===== config.mk =====
export PLATFORM = sky130hd
export DESIGN_NAME = wb_decoder
export DESIGN_NICKNAME = d
export VERILOG_FILES = /design/src/rtl/wb_decoder.sv
export SDC_FILE = /design/constraint.sdc
export NUM_CORES = 1
export LEC_CHECK = 0
export CAP_MARGIN = 20
export CORE_ASPECT_RATIO = 0.8
export CORE_MARGIN = 2
export CORE_UTILIZATION = 41
export DETAILED_ROUTE_END_ITERATION = 10
export PLACE_DENSITY_LB_ADDON = 0.05
export SLEW_MARGIN = 20
export SYNTH_ARGS = -nofsm -noshare
export SYNTH_HDL_FRONTEND = slang
export SYNTH_SLANG_ARGS = --single-unit

===== constraint.sdc =====
create_clock -name clk -period 2.1 [get_ports clk]
set_input_delay 0.42 -clock clk [delete_from_list [all_inputs] [get_ports clk]]
set_output_delay 0.42 -clock clk [all_outputs]
set_load 0.1 [all_outputs]

===== src/rtl/wb_decoder.sv =====
// rtl/wb_decoder.sv - Wishbone B4 pipelined address decoder and bus guard
//
// Routes one controller transfer at a time to one of N_PERI peripherals,
// selected by the top SEL_W address bits. An unmapped index, or a peripheral
// that never acks within TIMEOUT cycles, ends the transfer with wbc_err.
// All wbc_* outputs are decoded from registered state only.
//
// Ports:
//   clk, rst                 clock, asynchronous active-low reset
//   wbc_cyc/stb/we/adr/dat_w controller request side (in)
//   wbc_stall/ack/err/dat_r  controller response side (out)
//   wbp_cyc/stb              per-peripheral cycle and strobe (out)
//   wbp_we/adr/dat_w         shared peripheral request fields (out)
//   wbp_stall/ack/dat_r      per-peripheral responses (in)

module wb_decoder #(
    parameter int N_PERI  = 4,
    parameter int SEL_W   = 2,
    parameter int ADDR_W  = 8,
    parameter int DATA_W  = 8,
    parameter int TIMEOUT = 255
) (
    input  logic                       clk,
    input  logic                       rst,
    input  logic                       wbc_cyc,
    input  logic                       wbc_stb,
    input  logic                       wbc_we,
    input  logic [ADDR_W-1:0]          wbc_adr,
    input  logic [DATA_W-1:0]          wbc_dat_w,
    output logic                       wbc_stall,
    output logic                       wbc_ack,
    output logic                       wbc_err,
    output logic [DATA_W-1:0]          wbc_dat_r,
    output logic [N_PERI-1:0]          wbp_cyc,
    output logic [N_PERI-1:0]          wbp_stb,
    output logic                       wbp_we,
    output logic [ADDR_W-SEL_W-1:0]    wbp_adr,
    output logic [DATA_W-1:0]          wbp_dat_w,
    input  logic [N_PERI-1:0]          wbp_stall,
    input  logic [N_PERI-1:0]          wbp_ack,
    input  logic [N_PERI*DATA_W-1:0]   wbp_dat_r
);

    localparam int PADR_W = ADDR_W - SEL_W;
    localparam int CNT_W  = $clog2(TIMEOUT + 1);

    // One extra bit so that N_PERI == 2**SEL_W is representable.
    localparam logic [SEL_W:0]   N_PERI_LIM = (SEL_W + 1)'(N_PERI);
    // Counter value in the last cycle before the TIMEOUT count is reached.
    localparam logic [CNT_W-1:0] CNT_LAST   = CNT_W'(TIMEOUT - 1);

    typedef enum logic [2:0] {
        S_IDLE,
        S_REQ,
        S_WAIT,
        S_DONE,
        S_ERR
    } state_t;

    state_t              state;
    state_t              state_nxt;
    logic                capture;

    logic [SEL_W-1:0]    idx_q;
    logic                we_q;
    logic [PADR_W-1:0]   adr_q;
    logic [DATA_W-1:0]   dat_w_q;
    logic [DATA_W-1:0]   rdata_q;
    logic [CNT_W-1:0]    cnt_q;

    logic [SEL_W-1:0]    adr_idx;
    logic                accept;
    logic                timed_out;
    logic                sel_ack;
    logic                sel_stall;
    logic [DATA_W-1:0]   sel_dat;

    assign adr_idx   = wbc_adr[ADDR_W-1 -: SEL_W];
    assign accept    = (state == S_IDLE) && wbc_cyc && wbc_stb;
    assign timed_out = (cnt_q == CNT_LAST);

    // Select the addressed peripheral's responses. The loop only spans the
    // mapped ports, so an unmapped index never reads outside wbp_dat_r.
    always_comb begin
        sel_ack   = 1'b0;
        sel_stall = 1'b0;
        sel_dat   = '0;
        for (int i = 0; i < N_PERI; i++) begin
            if (idx_q == SEL_W'(i)) begin
                sel_ack   = wbp_ack[i];
                sel_stall = wbp_stall[i];
                sel_dat   = wbp_dat_r[i*DATA_W +: DATA_W];
            end
        end
    end

    always_ff @(posedge clk or negedge rst) begin
        if (!rst) begin
            state <= S_IDLE;
        end else begin
            state <= state_nxt;
        end
    end

    // Abort (controller drops cyc) beats everything; an ack in the final
    // counted cycle beats the timeout.
    always_comb begin
        state_nxt = state;
        capture   = 1'b0;
        case (state)
            S_IDLE: begin
                if (wbc_cyc && wbc_stb) begin
                    state_nxt = ({1'b0, adr_idx} >= N_PERI_LIM) ? S_ERR : S_REQ;
                end
            end
            S_REQ: begin
                if (!wbc_cyc) begin
                    state_nxt = S_IDLE;
                end else if (!sel_stall && sel_ack) begin
                    state_nxt = S_DONE;
                    capture   = 1'b1;
                end else if (timed_out) begin
                    state_nxt = S_ERR;
                end else if (!sel_stall) begin
                    state_nxt = S_WAIT;
                end
            end
            S_WAIT: begin
                if (!wbc_cyc) begin
                    state_nxt = S_IDLE;
                end else if (sel_ack) begin
                    state_nxt = S_DONE;
                    capture   = 1'b1;
                end else if (timed_out) begin
                    state_nxt = S_ERR;
                end
            end
            S_DONE:  state_nxt = S_IDLE;
            S_ERR:   state_nxt = S_IDLE;
            default: state_nxt = S_IDLE;
        endcase
    end

    always_ff @(posedge clk or negedge rst) begin
        if (!rst) begin
            idx_q   <= '0;
            we_q    <= 1'b0;
            adr_q   <= '0;
            dat_w_q <= '0;
            rdata_q <= '0;
            cnt_q   <= '0;
        end else begin
            if (accept) begin
                idx_q   <= adr_idx;
                we_q    <= wbc_we;
                adr_q   <= wbc_adr[PADR_W-1:0];
                dat_w_q <= wbc_dat_w;
                cnt_q   <= '0;
            end else if (state == S_REQ || state == S_WAIT) begin
                cnt_q <= cnt_q + CNT_W'(1);
            end
            if (capture) begin
                rdata_q <= sel_dat;
            end
        end
    end

    always_comb begin
        wbp_cyc = '0;
        wbp_stb = '0;
        for (int i = 0; i < N_PERI; i++) begin
            if (idx_q == SEL_W'(i)) begin
                wbp_cyc[i] = (state == S_REQ) || (state == S_WAIT);
                wbp_stb[i] = (state == S_REQ);
            end
        end
    end

    assign wbp_we    = we_q;
    assign wbp_adr   = adr_q;
    assign wbp_dat_w = dat_w_q;

    assign wbc_stall = (state != S_IDLE);
    assign wbc_ack   = (state == S_DONE);
    assign wbc_err   = (state == S_ERR);
    assign wbc_dat_r = (state == S_DONE) ? rdata_q : '0;

endmodule


==> run summary <==
Maximum clock insertion buffer count: 2
Post-Synthesis Net Count: 225
Die height: 66.2 um
Number of global-route vias before repair: 1,683
H-tree depth reported by CTS: 2
Row count: 22
Longest individual stage delay on the worst path: 490 ps
Post-synth cell types: 39
Synth async-reset ratio: 100%
Area added between synthesis and finish: 71.2%
Die area: 5410 sq um
Pwr Total: 0.00575 W
All-Layer GR Usage: 19.3%
Initial Utilization: 42.9%
Final setup vio count: 0
Number of buffer cells added on primary ports: 94
Worst setup SP type: flip-flop
Crit path arrival time: 1620 ps
Gr ovfl total: 0
Classification of the worst-slack hold path: input port to asynchronous set/reset pin
Number of antenna violations at the first check in global routing: 0
Clock buffer count from CTS: 5
Max transition margin: 46.4%
Sequential-to-total area share from yosys stat: 45.4%
Crit path required time: 1680 ps
Post-detailed-route count of antenna-violating nets: 0
Number of synthesized flops with an enable pin: 0
Maximum fanout encountered on the critical timing path: 13
Total of hold buffers inserted after clock tree synthesis: 0
Final worst setup slack: 61.4 ps
Final wirelength: 5.04 mm
DRT iter0 DRCs: 78
Detail Placement HPWL: 4.01 mm
CP endpoint kind: primary output
Vias per cell: 5.06
Gp weighted congestion: 0.802
Count of max-cap constraint violations: 0
Result of the run: completed
Setup repair after global routing missed its margin: false
Achievable frequency: 491 MHz
Detailed-routed wire length on met3: 371 um
Mapped Cells: 162
Primary flip-flop cell chosen by synthesis mapping: sky130_fd_sc_hd__dfrtp_1
Metal1 wirelength: 2.11 mm
Worst Path Class, Setup: flip-flop to primary output
Final Cycle Share: 97.1%
TritonCTS clock tree: built
Metal2 WL: 2.47 mm
Average wire per standard cell: 15.6 um
Time the final worst path needs with I/O delays and setup: 2040 ps
CTS Root Cell: sky130_fd_sc_hd__clkbuf_8
Netlist Area Pre-Place: 1980 sq um
First-pass detailed-route iteration total: 4
Cell-by-cell trace of the critical path: or3b_4, nor3_4, buf_12
Wire length of the first global-routing pass: 7.84 mm
Dpl ws: -185 ps
Pin count of the biggest net entering global routing: 37
Syn Area/Cell: 12.2 sq um
Total inserted antenna cells: 0
Number of synthesis warnings: 0
Max-slew violation total from the final report: 0
Endpoints failing hold: 0
Number of top-level pins: 95
Nets: 324
Leakage: 1.41 nW
Total power per unit cell area: 1690 nW/um^2
Via count: 1,630
Highest layer used for signal routing: met4
CP max-delay cell: sky130_fd_sc_hd__dfrtp_2
Count of buffers added by post-CTS timing repair for setup: 0
Std-Cell Core Area: 4620 sq um
Number of synthesized register bits: 36
Share of post-route cells with drive strength above 1: 41.6%
Clk sinks: 36
Latest clock arrival within the worst-skew pair: 280 ps
Final sum of negative setup slack: 0 ps
Die outline width: 81.8 um
Transition time of the tightest slew-check pin: 804 ps
DRC violation count after routing: 0
Clock-pin slew on the worst setup and hold paths: 70 ps
Worst clock skew on the final layout: 6.82 ps
Worst ir drop on vdd: 1.38 mV
## worst max-delay path, delay by kind of cell, from the launching register on
kind | cells | cell delay [ps]
buffers and inverters | 1 | 200
flip-flops | 1 | 490
AND/OR/NAND/NOR | 2 | 640
## placed cells by master (no fill, tap or decap), types with 4 or more instances in the layout
cell type	n
sky130_fd_sc_hd__clkbuf_8	7
sky130_fd_sc_hd__a21oi_1	5
sky130_fd_sc_hd__clkdlybuf4s50_1	59
sky130_fd_sc_hd__mux2_2	25
sky130_fd_sc_hd__nand2b_1	4
sky130_fd_sc_hd__nor2_1	8
sky130_fd_sc_hd__mux4_1	4
sky130_fd_sc_hd__buf_12	20
sky130_fd_sc_hd__xnor2_1	5
sky130_fd_sc_hd__buf_4	24
sky130_fd_sc_hd__mux4_2	6
sky130_fd_sc_hd__dfrtp_1	34
sky130_fd_sc_hd__and2_4	7
sky130_fd_sc_hd__nor2_4	7
sky130_fd_sc_hd__nand2_1	4
## layout make-up
type / instances / area (sq um)
clock inverters: 1 / 30.0
multi-input cells: 111 / 1100
well taps: 60 / 75.1
fillers: 343 / 1230
inverters: 3 / 11.3
clock buffers: 7 / 96.3
flip-flops and latches: 36 / 903
repair buffers: 104 / 1180
## through the flow
step	cells	util, %	hold WS, ps	area, sq um
3_5_place_dp	314	70.6	496	3260
2_1_floorplan	162	-	124	2110
4_1_cts	322	73.4	251	3390
6_report	322	73.4	230	3400
5_1_grt	322	73.4	289	3400
3_3_place_gp	314	70.6	490	3260
## path summary, 6_finish.rpt
| path | from | to | slack, ps | cells past startpoint |
|---|---|---|---|---|
| worst max-delay path | state[2] | wbp_stb[0] | 60 | 3 |
| worst min-delay path | rst | cnt_q[4] | 230 | 1 |
| worst max register to register | idx_q[0] | rdata_q[7] | 210 | 5 |
| worst min register to register | wbp_dat_w[1] | wbp_dat_w[1] | 510 | 1 |
| max in group asynchronous | rst | state[0] | 1310 | 1 |
| min in group clk | wbp_dat_w[1] | wbp_dat_w[1] | 510 | 1 |
## synthesized netlist by cell type (2+ instances only)
library cell | number | area share [%]
sky130_fd_sc_hd__a21oi_1 | 5 | 1.3
sky130_fd_sc_hd__and2_1 | 9 | 2.8
sky130_fd_sc_hd__buf_4 | 2 | 0.76
sky130_fd_sc_hd__buf_6 | 2 | 1.1
sky130_fd_sc_hd__clkbuf_1 | 7 | 1.3
sky130_fd_sc_hd__dfrtp_1 | 36 | 45
sky130_fd_sc_hd__ha_1 | 2 | 1.3
sky130_fd_sc_hd__inv_1 | 3 | 0.57
sky130_fd_sc_hd__mux2_2 | 25 | 14
sky130_fd_sc_hd__mux4_1 | 4 | 5.3
sky130_fd_sc_hd__mux4_2 | 6 | 6.8
sky130_fd_sc_hd__nand2_1 | 4 | 0.76
sky130_fd_sc_hd__nand2b_1 | 4 | 1.3
sky130_fd_sc_hd__nand3_1 | 2 | 0.50
sky130_fd_sc_hd__nor2_1 | 14 | 2.6
sky130_fd_sc_hd__nor2b_1 | 2 | 0.63
sky130_fd_sc_hd__nor3_1 | 4 | 1.0
sky130_fd_sc_hd__nor4_1 | 2 | 0.63
sky130_fd_sc_hd__o21ai_0 | 2 | 0.50
sky130_fd_sc_hd__or3_1 | 3 | 0.95
sky130_fd_sc_hd__xnor2_1 | 6 | 2.6
## where the power goes
| group | leakage, nW | total, W | internal [W] | switching [W] |
|---|---|---|---|---|
| Clock | 0.0645 | 0.000647 | 0.000419 | 0.000228 |
| Sequential | 0.442 | 0.00120 | 0.000991 | 0.000209 |
| Combinational | 0.906 | 0.00390 | 0.00137 | 0.00254 |
| Total | 1.41 | 0.00575 | 0.00278 | 0.00297 |
## repair_timing
item / 4_1_cts / 5_1_grt
gates resized for setup: 3 / 1
pin swaps: 2 / 0
setup endpoints to repair: 10 / 3
## state kept, by name, indices dropped and copies added (netlist names)
| register | flops |
|---|---|
| cnt_q | 8 |
| rdata_q | 8 |
| wbp_dat_w | 8 |
| wbp_adr | 6 |
| state | 3 |
| idx_q | 2 |
| wbp_we | 1 |
## cells by family after synthesis
kind of cell             Yosys count  share of synthesized area [%]
flip-flops                        36                           45.4
adder cells (fa/ha/maj)            2                           1.26
XOR/XNOR                           6                           2.65
buffers and inverters             15                           4.04
multiplexers                      35                           26.3
AND/OR/NAND/NOR                   55                           16.0
AO/OA/AOI/OAI                     13                           4.35
## per-layer routing
layer	track usage, %	vias to the layer above
met1	24.3	784
li1	-	781
met4	6.46	0
met2	32.0	59
met5	0	-
met3	5.33	6
Note: power is estimated with default switching activity, not from simulation.
